**src/rtl/project_cfg_pkg.sv**
```systemverilog
// Project-wide board configuration: default board dimensions, the shared
// 2-bit cell type and the state encoding of the board port arbiter.
package project_cfg_pkg;

   localparam int BOARD_X_SIZE_DEF = 12;
   localparam int BOARD_Y_SIZE_DEF = 12;

   // One board cell as stored in board_mem.
   typedef logic [1:0] cell_t;

   // Value written to every cell by a board clear.
   localparam cell_t CELL_EMPTY = 2'b00;

   // Arbiter sequencing states.
   typedef enum logic [1:0] {
      ST_IDLE    = 2'd0,
      ST_ACCESS  = 2'd1,
      ST_RD_WAIT = 2'd2,
      ST_CLEAR   = 2'd3
   } arb_state_t;

endpackage

```
**src/rtl/board_clear_seq.sv**
```systemverilog
// Board clear address sweep: walks x fastest, then y, over the on-board
// cells only. 'addr' is the next cell to be written, 'last' marks the
// final cell of the board.
module board_clear_seq #(
   parameter int X_SIZE = 12,
   parameter int Y_SIZE = 12
) (
   input  logic       clk,
   input  logic       rst,
   input  logic       start,
   input  logic       step,
   output logic [7:0] addr,
   output logic       last
);

   localparam logic [3:0] X_MAX = 4'(X_SIZE - 1);
   localparam logic [3:0] Y_MAX = 4'(Y_SIZE - 1);

   logic [3:0] x_r;
   logic [3:0] y_r;

   // Coordinate counters: start rewinds to cell (0,0), step advances by one cell.
   always_ff @(posedge clk) begin
      if (rst) begin
         x_r <= 4'd0;
         y_r <= 4'd0;
      end else if (start) begin
         x_r <= 4'd0;
         y_r <= 4'd0;
      end else if (step) begin
         if (x_r == X_MAX) begin
            x_r <= 4'd0;
            y_r <= y_r + 4'd1;
         end else begin
            x_r <= x_r + 4'd1;
         end
      end
   end

   assign addr = {y_r, x_r};
   assign last = (x_r == X_MAX) && (y_r == Y_MAX);

endmodule

```
**src/rtl/board_port_arbiter.sv**
```systemverilog
// Board port arbiter: shares the control-side board_mem port between two
// requesters (round-robin on ties) and a board clear sweep, which has
// priority whenever the port is idle.
module board_port_arbiter
   import project_cfg_pkg::*;
#(
   parameter int BOARD_X_SIZE = BOARD_X_SIZE_DEF,
   parameter int BOARD_Y_SIZE = BOARD_Y_SIZE_DEF
) (
   input  logic       clk,
   input  logic       rst,
   input  logic       req0,
   input  logic       w_nr0,
   input  logic [7:0] addr0,
   input  logic [1:0] wdata0,
   output logic       gnt0,
   output logic       rvalid0,
   output logic [1:0] rdata0,
   input  logic       req1,
   input  logic       w_nr1,
   input  logic [7:0] addr1,
   input  logic [1:0] wdata1,
   output logic       gnt1,
   output logic       rvalid1,
   output logic [1:0] rdata1,
   input  logic       clr_start,
   output logic       clr_busy,
   output logic       clr_done,
   output logic [7:0] mem_addr,
   output logic [1:0] mem_data_out,
   output logic       mem_w_nr,
   input  logic [1:0] mem_data_in
);

   arb_state_t state_r;
   logic       last_r;
   logic       owner_r;
   logic       clr_pend_r;
   logic       clr_busy_r;
   logic       clr_done_r;
   logic       clr_last_r;
   logic       gnt0_r;
   logic       gnt1_r;
   logic       rvalid0_r;
   logic       rvalid1_r;
   logic [7:0] mem_addr_r;
   cell_t      mem_data_out_r;
   logic       mem_w_nr_r;
   cell_t      rdata0_hold_r;
   cell_t      rdata1_hold_r;

   logic       sel_s;
   logic [7:0] sel_addr_s;
   logic       sel_w_nr_s;
   cell_t      sel_wdata_s;
   logic       clr_go_s;
   logic       seq_start_s;
   logic       seq_step_s;
   logic [7:0] seq_addr_s;
   logic       seq_last_s;

   board_clear_seq #(
      .X_SIZE (BOARD_X_SIZE),
      .Y_SIZE (BOARD_Y_SIZE)
   ) u_clear_seq (
      .clk   (clk),
      .rst   (rst),
      .start (seq_start_s),
      .step  (seq_step_s),
      .addr  (seq_addr_s),
      .last  (seq_last_s)
   );

   // Requester selection: the one not granted last wins a tie.
   always_comb begin
      sel_s = 1'b0;
      if (req0 && req1) begin
         sel_s = ~last_r;
      end else if (req1) begin
         sel_s = 1'b1;
      end else begin
         sel_s = 1'b0;
      end
   end

   // Route the selected requester's command towards the memory registers.
   always_comb begin
      sel_addr_s  = addr0;
      sel_w_nr_s  = w_nr0;
      sel_wdata_s = wdata0;
      if (sel_s) begin
         sel_addr_s  = addr1;
         sel_w_nr_s  = w_nr1;
         sel_wdata_s = wdata1;
      end else begin
         sel_addr_s  = addr0;
         sel_w_nr_s  = w_nr0;
         sel_wdata_s = wdata0;
      end
   end

   // Clear sweep control: rewind when a clear is launched, advance while issuing cells.
   always_comb begin
      clr_go_s    = clr_pend_r | (clr_start & ~clr_busy_r);
      seq_start_s = 1'b0;
      seq_step_s  = 1'b0;
      if (state_r == ST_IDLE) begin
         seq_start_s = clr_go_s;
      end else if (state_r == ST_CLEAR) begin
         seq_step_s = ~clr_last_r & ~seq_last_s;
      end else begin
         seq_start_s = 1'b0;
         seq_step_s  = 1'b0;
      end
   end

   // Main arbiter FSM with all handshake and memory outputs registered.
   always_ff @(posedge clk) begin
      if (rst) begin
         state_r        <= ST_IDLE;
         last_r         <= 1'b1;
         owner_r        <= 1'b0;
         clr_pend_r     <= 1'b0;
         clr_busy_r     <= 1'b0;
         clr_done_r     <= 1'b0;
         clr_last_r     <= 1'b0;
         gnt0_r         <= 1'b0;
         gnt1_r         <= 1'b0;
         rvalid0_r      <= 1'b0;
         rvalid1_r      <= 1'b0;
         mem_addr_r     <= 8'h00;
         mem_data_out_r <= CELL_EMPTY;
         mem_w_nr_r     <= 1'b0;
      end else begin
         gnt0_r     <= 1'b0;
         gnt1_r     <= 1'b0;
         rvalid0_r  <= 1'b0;
         rvalid1_r  <= 1'b0;
         clr_done_r <= 1'b0;

         // A clear requested mid-access is parked until the port is idle again.
         if ((state_r != ST_IDLE) && clr_start && !clr_busy_r) begin
            clr_pend_r <= 1'b1;
            clr_busy_r <= 1'b1;
         end

         case (state_r)
            ST_IDLE: begin
               mem_w_nr_r <= 1'b0;
               if (clr_go_s) begin
                  state_r    <= ST_CLEAR;
                  clr_pend_r <= 1'b0;
                  clr_busy_r <= 1'b1;
                  clr_last_r <= 1'b0;
               end else if (req0 || req1) begin
                  state_r    <= ST_ACCESS;
                  owner_r    <= sel_s;
                  last_r     <= sel_s;
                  gnt0_r     <= ~sel_s;
                  gnt1_r     <= sel_s;
                  mem_addr_r <= sel_addr_s;
                  mem_w_nr_r <= sel_w_nr_s;
                  // Write data only moves on writes so reads leave it untouched.
                  if (sel_w_nr_s) begin
                     mem_data_out_r <= sel_wdata_s;
                  end
               end
            end
            ST_ACCESS: begin
               mem_w_nr_r <= 1'b0;
               if (mem_w_nr_r) begin
                  state_r <= ST_IDLE;
               end else begin
                  state_r   <= ST_RD_WAIT;
                  rvalid0_r <= ~owner_r;
                  rvalid1_r <= owner_r;
               end
            end
            ST_RD_WAIT: begin
               mem_w_nr_r <= 1'b0;
               state_r    <= ST_IDLE;
            end
            ST_CLEAR: begin
               if (clr_last_r) begin
                  mem_w_nr_r <= 1'b0;
                  clr_done_r <= 1'b1;
                  clr_busy_r <= 1'b0;
                  clr_last_r <= 1'b0;
                  state_r    <= ST_IDLE;
               end else begin
                  mem_addr_r     <= seq_addr_s;
                  mem_data_out_r <= CELL_EMPTY;
                  mem_w_nr_r     <= 1'b1;
                  clr_last_r     <= seq_last_s;
               end
            end
            default: begin
               state_r    <= ST_IDLE;
               mem_w_nr_r <= 1'b0;
            end
         endcase
      end
   end

   // Read data holders: keep the last returned cell for each requester.
   always_ff @(posedge clk) begin
      if (rst) begin
         rdata0_hold_r <= CELL_EMPTY;
         rdata1_hold_r <= CELL_EMPTY;
      end else begin
         if (rvalid0_r) begin
            rdata0_hold_r <= mem_data_in;
         end
         if (rvalid1_r) begin
            rdata1_hold_r <= mem_data_in;
         end
      end
   end

   // Memory read data arrives in the rvalid cycle, so it is forwarded directly then.
   assign rdata0       = rvalid0_r ? mem_data_in : rdata0_hold_r;
   assign rdata1       = rvalid1_r ? mem_data_in : rdata1_hold_r;
   assign gnt0         = gnt0_r;
   assign gnt1         = gnt1_r;
   assign rvalid0      = rvalid0_r;
   assign rvalid1      = rvalid1_r;
   assign clr_busy     = clr_busy_r;
   assign clr_done     = clr_done_r;
   assign mem_addr     = mem_addr_r;
   assign mem_data_out = mem_data_out_r;
   assign mem_w_nr     = mem_w_nr_r;

endmodule

```
**config.mk**
```make
export PLATFORM = sky130hd
export DESIGN_NAME = board_port_arbiter
export DESIGN_NICKNAME = d
export VERILOG_FILES = /design/src/rtl/project_cfg_pkg.sv /design/src/rtl/board_clear_seq.sv /design/src/rtl/board_port_arbiter.sv
export SDC_FILE = /design/constraint.sdc
export NUM_CORES = 1
export LEC_CHECK = 0
export ABC_AREA = 1
export BUFFER_PORTS_ARGS = -buffer_cell sky130_fd_sc_hd__buf_2
export CAP_MARGIN = 10
export CORE_ASPECT_RATIO = 1.75
export CORE_UTILIZATION = 30
export CTS_CLUSTER_SIZE = 12
export DETAILED_ROUTE_END_ITERATION = 10
export GPL_TIMING_DRIVEN = 0
export PLACE_DENSITY = 0.56
export SYNTH_ARGS = -nofsm -noshare
export SYNTH_HDL_FRONTEND = slang
export SYNTH_SLANG_ARGS = --single-unit
```
**constraint.sdc**
```tcl
create_clock -name clk -period 3.95 [get_ports clk]
set_clock_uncertainty 0.05 [all_clocks]
set_input_delay 0.1975 -clock clk [delete_from_list [all_inputs] [get_ports clk]]
set_output_delay 0.1975 -clock clk [all_outputs]
set_load 0.05 [all_outputs]
```
=== Yosys cells after proc, flatten, opt, wreduce, memory -nomap -nowiden ===
Cells that the tools add are included.

* Register bits after elaboration: 35
* Latch bits: 0
* Bits in writable memories: 0
* Bits in read-only memories: 0
* Bits of input ports: 29
* Output and inout bits: 21
* Word-level logic and storage cells: 106
* Memories: 0

* $add $sub $neg: 2
* Multiply operators: 0
* Divide/modulo/power cells: 0
* Order comparisons: 0
* Eq/ne operators: 12
* Shifts and indexed selects: 0
* Mux-type cells: 40
* Bitwise operators: 14
* Reductions and logical operators: 20

{| class="wikitable"
|+ Operator list
! kind !! number
|-
| $mux W8 || 4
|-
| $mux W2 || 11
|-
| $mux W1 || 18
|-
| $pmux W8 S2 || 1
|-
| $not A1 Y1 || 11
|-
| $ne A2 B2 Y1 const B || 5
|-
| $add A4 B1 Y4 const B || 2
|-
| $eq A4 B4 Y1 const B || 2
|-
| $pmux W2 S4 || 1
|-
| $reduce_and A2 Y1 || 3
|-
| $reduce_or A2 Y1 || 3
|-
| $reduce_and A5 Y1 || 1
|-
| $eq A2 B2 Y1 const B || 2
|-
| $logic_and A1 B1 Y1 || 4
|-
| $mux W4 || 1
|-
| $pmux W1 S2 || 2
|-
| $pmux W2 S2 || 1
|-
| $reduce_and A4 Y1 || 1
|-
| $reduce_bool A2 Y1 || 2
|-
| $reduce_or A4 Y1 || 1
|-
| $ne A3 B2 Y1 const B || 1
|-
| $pmux W1 S3 || 1
|-
| $reduce_and A3 Y1 || 1
|-
| $reduce_or A3 Y1 || 1
|-
| other kinds (7) || 8
|}

=== Logic depth before layout (Yosys ltp) ===
* Depth after elaboration: 7
* Gate-level depth with buffers: 10
* Mapped depth without buffers: 9

=== Cells and area by module ===
Synthesis repeated with hierarchy kept, for this count alone.

* Cells, all modules: 261
* Area, all modules: 1835.5 um^2

{| class="wikitable"
|+ Modules (own cells, without submodules)
! module !! instances !! cells each !! area each (um^2) !! seq. area each (um^2)
|-
| board_port_arbiter || 1 || 207 || 1425.1 || 540.5
|-
| board_clear_seq || 1 || 54 || 410.4 || 160.2
|}

=== Least setup slack after synthesis ===
No wires, ideal clock.

* Path type: register to register
* From: register clr_busy_r, in the netlist clr_busy
* To: register mem_addr_r[2], in the netlist mem_addr[2]
* Library setup time: 0.114 ns
* Arrival time: 1.418 ns
* Required time: 3.786 ns
* Setup slack: 2.368 ns
* Cell stages (with the launch flop): 9
* Path buffers: 1
* Clock period less this slack: 1.582 ns
* Cells stage by stage: dfxtp_1 -> inv_1 -> nand2_1 -> nand2_1 -> nand2_1 -> o211ai_4 -> buf_6 -> a21oi_1 -> nor2_1

* Longest elaborated chain between the ends: 5

{| class="wikitable"
|+ RTL lines
! what !! RTL line !! RTL
|-
| from (decl) || board_port_arbiter.sv:39 || <nowiki>logic clr_busy_r;</nowiki>
|-
| from (signal assigned) || board_port_arbiter.sv:124 || <nowiki>clr_busy_r <= 1'b0;</nowiki>
|-
| from (signal assigned) || board_port_arbiter.sv:144 || <nowiki>clr_busy_r <= 1'b1;</nowiki>
|-
| from (signal assigned) || board_port_arbiter.sv:153 || <nowiki>clr_busy_r <= 1'b1;</nowiki>
|-
| $not A1 Y1 || board_port_arbiter.sv:104 || <nowiki>clr_go_s = clr_pend_r | (clr_start & ~clr_busy_r);</nowiki>
|-
| $and A1 B1 Y1 || board_port_arbiter.sv:104 ||
|-
| $or A1 B1 Y1 || board_port_arbiter.sv:104 ||
|-
| $ne A2 B2 Y1 (no line) || n/a ||
|-
| $reduce_and A4 Y1 (no line) || n/a ||
|-
| to (signal assigned) || board_port_arbiter.sv:161 || <nowiki>mem_addr_r <= sel_addr_s;</nowiki>
|-
| to (signal assigned) || board_port_arbiter.sv:191 || <nowiki>mem_addr_r <= seq_addr_s;</nowiki>
|-
| to (decl) || board_port_arbiter.sv:46 || <nowiki>logic [7:0] mem_addr_r;</nowiki>
|}

No other way between the ends.
A chain may end at the register's enable or synchronous reset.

=== Worst setup path in the final report ===
* From: register state_r[0]
* To: register mem_addr_r[0], in the netlist mem_addr[0]

* Longest elaborated chain between the ends: 3
* Elaborated cells between the ends (all ways): 8
* Those cells by class: eq/ne (4); mux (1); reduce/logical (3)

{| class="wikitable"
|+ RTL lines
! what !! RTL line !! RTL
|-
| from (decl) || board_port_arbiter.sv:35 || <nowiki>arb_state_t state_r;</nowiki>
|-
| from (signal assigned) || board_port_arbiter.sv:120 || <nowiki>state_r <= ST_IDLE;</nowiki>
|-
| from (signal assigned) || board_port_arbiter.sv:151 || <nowiki>state_r <= ST_CLEAR;</nowiki>
|-
| from (signal assigned) || board_port_arbiter.sv:156 || <nowiki>state_r <= ST_ACCESS;</nowiki>
|-
| $eq A2 B2 Y1 or $logic_not A2 Y1 (tied branches) || board_port_arbiter.sv:147 || <nowiki>case (state_r)</nowiki>
|-
| $ne A2 B2 Y1 (no line) (tied with other cells) || n/a ||
|-
| $reduce_and A4 Y1 (no line) || n/a ||
|}

Parallel ways exist; a longest one is shown, timed or not.

==> tab_implementation.tex <==
\begin{tabular}{lr}
\hline
Metric & Value \\
\hline
\multicolumn{2}{l}{\textbf{Route}} \\
\quad Initial DRT Pass Iterations & 4 \\
\quad Detailed Route Iter0 Violations & 32 \\
\quad Detailed-route wire length & 4.25 mm \\
\quad Via density per instance & 4.43 \\
\quad Routed wire length per instance & 10.6 um \\
\quad Post-DRT Antenna Nets & 0 \\
\quad DR DRC count & 0 \\
\quad Detailed-route via count & 1772 \\
\multicolumn{2}{l}{\textbf{Min path}} \\
\quad Startpoint of the worst hold path & rst \\
\quad Hold Path Cell Cnt & 2 \\
\quad Endpoint with the worst hold slack & gnt0\$\_SDFF\_PP0\_ \\
\quad Worst min path class & primary input to flip-flop \\
\multicolumn{2}{l}{\textbf{Synthesis}} \\
\quad Count of flip-flops with a built-in enable after synthesis & 0 \\
\quad Number of warnings reported in the yosys synthesis log & 0 \\
\quad Ys async rst share & 0 \\
\quad Number of flip-flops and latches in the synthesized netlist & 35 \\
\quad Portion of netlist area occupied by mux cells & 0 \\
\quad Syn Nets & 302 \\
\quad Arithmetic-cell share of the synthesized area counting full adders, half adders and majority gates & 0.0423 \\
\quad Post-synthesis xor/xnor area fraction & 0.00494 \\
\quad Compound-Gate Fraction of Synth Area & 0.138 \\
\quad Sequential element share of the synthesized area & 0.395 \\
\quad Main combinational cell family by area after synthesis & simple AND/OR/NAND/NOR gates \\
\quad Simple-gate portion of the synthesized area & 0.315 \\
\quad Syn Inst Count & 267 \\
\quad Main synth FF type & dfxtp\_1 \\
\quad Total standard cell area after synthesis & 0.00177 mm2 \\
\quad Distinct cell type count after synthesis & 26 \\
\quad Syn avg cell area & 6.64 um2 \\
\multicolumn{2}{l}{\textbf{Critical path}} \\
\quad Largest fanout of any net on the critical path & 10 \\
\quad Worst r2r src & state\_r[0]\$\_SDFFE\_PP0P\_ \\
\quad Reg-to-reg endpoint & mem\_addr[0]\$\_SDFFE\_PP0P\_ \\
\quad Setup slack, reg-to-reg & 2190 ps \\
\quad Number of cells traversed by the worst register-to-register path & 8 \\
\quad Crit path capture type & flip-flop \\
\quad Most used cell along the critical path & nor2\_1 \\
\quad Highest cell delay on the worst timing path & 370 ps \\
\quad Arrival time at the worst endpoint & 1930 ps \\
\quad Critical Path Slowest Stage Cell & clkbuf\_1 \\
\quad Type of the worst setup path & flip-flop to flip-flop \\
\quad Top cell family by delay on the critical path & buffers and inverters \\
\quad Data required time of the critical path & 4130 ps \\
\quad Crit start category & flip-flop \\
\quad List of cells traversed by the critical path & ha\_1 -> buf\_4 -> inv\_1 -> clkbuf\_1 -> nor2\_1 -> a31oi\_1 -> nor2\_1 -> nor2\_1 \\
\quad Worst Path Buf+Inv & 3 \\
\multicolumn{2}{l}{\textbf{Layout}} \\
\quad Final antenna diode count & 0 \\
\quad Total area of sequential cells & 701 um2 \\
\quad Count of fill cells added during filler insertion & 648 \\
\quad Layout net count & 358 \\
\quad Non-filler instance count after layout & 400 \\
\quad Share of post-route cells with drive strength above 1 & 0.201 \\
\quad Area used by multi-input combinational logic & 888 um2 \\
\quad Relative area change from synthesis to final layout & 23.8\% \\
\multicolumn{2}{l}{\textbf{GRT}} \\
\quad Vias in the first global route & 1807 \\
\quad Wire length of the first global-routing pass & 7.43 mm \\
\quad Maximum number of pins on one net before global-route repair & 11 \\
\quad Combined global-route utilization of all metal layers & 0.154 \\
\quad Final global-route overflow total & 0 \\
\quad Number of antenna violations at the first check in global routing & 0 \\
\multicolumn{2}{l}{\textbf{Power and ir drop}} \\
\quad Largest voltage drop on the vdd net & 0.265 mV \\
\quad Combinational group share of total power & 0.532 \\
\quad Flop pwr share & 0.307 \\
\quad Design internal power & 805 uW \\
\quad Proportion of total power due to net switching & 0.475 \\
\quad Proportion of power drawn by the clock network & 0.161 \\
\quad Static leakage power & 0.00112 uW \\
\quad Power density over cell area & 698 mW/mm2 \\
\quad Net load switching power & 728 uW \\
\multicolumn{2}{l}{\textbf{Clock network}} \\
\quad Post-CTS sizing & 0 \\
\quad Skew-Pair Late Insertion Delay & 280 ps \\
\quad Clock transition at path regs & 70 ps \\
\quad Clock root buffer & clkbuf\_8 \\
\quad Clock tree buffer depth & 2 \\
\quad CTS tree & yes \\
\quad \# H-tree levels & 2 \\
\quad Number of clock buffers inserted by TritonCTS & 5 \\
\quad CTS Sinks & 35 \\
\quad Hold-fix buffers, CTS & 0 \\
\quad Setup repair bufs after CTS & 0 \\
\multicolumn{2}{l}{\textbf{Timing}} \\
\quad Setup repair after global routing missed its margin & false \\
\quad Final worst setup slack & 2190 ps \\
\quad Share of the cycle needed by the critical path after routing & 0.444 \\
\quad Slew at the pin closest to its max-slew limit & 432 ps \\
\quad \# setup viols final & 0 \\
\quad Number of pins exceeding their max-slew limit in the final report & 0 \\
\quad Achievable clock frequency & 570 MHz \\
\quad Final Hold Viols & 0 \\
\quad Minimum period implied by the final worst setup slack & 1760 ps \\
\quad Slew HR & 0.712 \\
\quad Final total negative setup slack & 0 ps \\
\multicolumn{2}{l}{\textbf{Floorplan}} \\
\quad Core area & 0.00563 mm2 \\
\quad Floorplan die width & 60.1 um \\
\quad Floorplan die height & 104 um \\
\quad Full die area & 0.00624 mm2 \\
\quad Number of rows in the core area & 36 \\
\quad I/O pin cnt & 50 \\
\quad Starting Density & 0.315 \\
\multicolumn{2}{l}{\textbf{Outcome}} \\
\quad Outcome & completed \\
\multicolumn{2}{l}{\textbf{Place}} \\
\quad Inst Count DP & 392 \\
\quad Count of buffers from port buffering & 49 \\
\quad Final weighted congestion of routability-driven global placement & 0.803 \\
\quad HPWL after detailed placement & 3.45 mm \\
\quad Place WS & 2140 ps \\
\multicolumn{2}{l}{\textbf{Job}} \\
\quad Number of max-cap violations & 0 \\
\hline
\end{tabular}
-- registers in the layout, summed over array words and instances (netlist names), 2 cells and up --
signal	cells
rdata0_hold_r	2
state_r	2
rdata1_hold_r	2
u_clear_seq.y_r	4
mem_data_out	2
u_clear_seq.x_r	4
mem_addr	8
-- through the flow --
step	instance area (um2)	total power, uW	hold slack (ps)	utilization
floorplan	1770	1120	227	-
global placement	2110	1290	359	0.376
detailed placement	2110	1300	361	0.376
CTS	2200	1550	64.6	0.390
global route	2200	1650	67.6	0.390
finish	2200	1530	61.7	0.390
-- power by group through the flow --
stage	logic [uW]	clock network, uW	registers [uW]
2_1_floorplan	484	0	639
3_3_place_gp	817	0	478
3_5_place_dp	823	0	479
4_1_cts	826	253	472
5_1_grt	909	262	481
6_report	815	247	471
-- kinds of logic (layout without fill, tap and decap cells) --
| kind of cell | Yosys count | in the layout |
|---|---|---|
| AO/OA/AOI/OAI | 42 | 42 |
| flip-flops | 35 | 35 |
| buffers and inverters | 45 | 102 |
| XOR/XNOR | 1 | 1 |
| AND/OR/NAND/NOR | 138 | 138 |
| adder cells (fa/ha/maj) | 6 | 6 |
-- synth_stat cells, types with 2 or more instances --
library cell  count  area, um2
o21bai_1          2       15.0
nor2_1           34        128
a31oi_1           3       18.8
nand4_1           2       12.5
dfxtp_1          35        701
o21ai_0          10       50.1
nor3_1            2       10.0
a21oi_1          23        115
clkbuf_1          2       7.51
nand2_1          80        300
buf_4             2       15.0
inv_1            37        139
ha_1              6       75.1
nand3_1          17       85.1
-- routing by layer --
layer | share of wire | global-route usage
met5 | 0 | 0
met4 | 0.013 | 0.0449
met3 | 0.057 | 0.0387
met2 | 0.55 | 0.294
met1 | 0.38 | 0.150
-- how the worst max path moves through the flow --
| stage | slack, ps | startpoint | cells after the start | endpoint |
|---|---|---|---|---|
| 3_3_place_gp | 2180 | state_r[0]$_SDFFE_PP0P_ | 8 | mem_addr[0]$_SDFFE_PP0P_ |
| 6_report | 2190 | state_r[0]$_SDFFE_PP0P_ | 8 | mem_addr[0]$_SDFFE_PP0P_ |
| 4_1_cts | 2120 | state_r[0]$_SDFFE_PP0P_ | 8 | mem_addr[0]$_SDFFE_PP0P_ |
| 2_1_floorplan | 2370 | clr_busy$_SDFF_PP0_ | 8 | mem_addr[2]$_SDFFE_PP0P_ |
| 5_1_grt | 1990 | state_r[0]$_SDFFE_PP0P_ | 8 | mem_addr[0]$_SDFFE_PP0P_ |
| 3_5_place_dp | 2140 | state_r[0]$_SDFFE_PP0P_ | 8 | mem_addr[0]$_SDFFE_PP0P_ |
-- cells in the final DEF (no fill, tap or decap) --
cell type / n
buf_6: 1
a21oi_1: 23
clkbuf_8: 5
inv_2: 1
buf_4: 2
and3_1: 1
o21ai_0: 10
o21bai_1: 2
a31o_2: 1
clkinv_2: 1
nor2_1: 34
a211oi_1: 1
xor2_1: 1
nand2_2: 1
nand3_1: 17
buf_2: 50
clkinv_1: 1
nand2_1: 80
inv_1: 37
nor3_1: 2
dfxtp_1: 35
ha_1: 6
nor2_4: 1
o211ai_4: 1
a21oi_2: 1
nand4_1: 2
a31oi_1: 3
clkbuf_1: 4
-- final cells by class --
type | count | share of cell area
buffer | 6 | 0.0177
multi-input combinational | 187 | 0.405
tap | 76 | 0.0433
timing repair buffer | 49 | 0.112
sequential | 35 | 0.319
clock buffer | 7 | 0.0348
inverter | 39 | 0.0667
clock inverter | 1 | 0.00228
No activity file was read; power rests on OpenSTA's default activity.
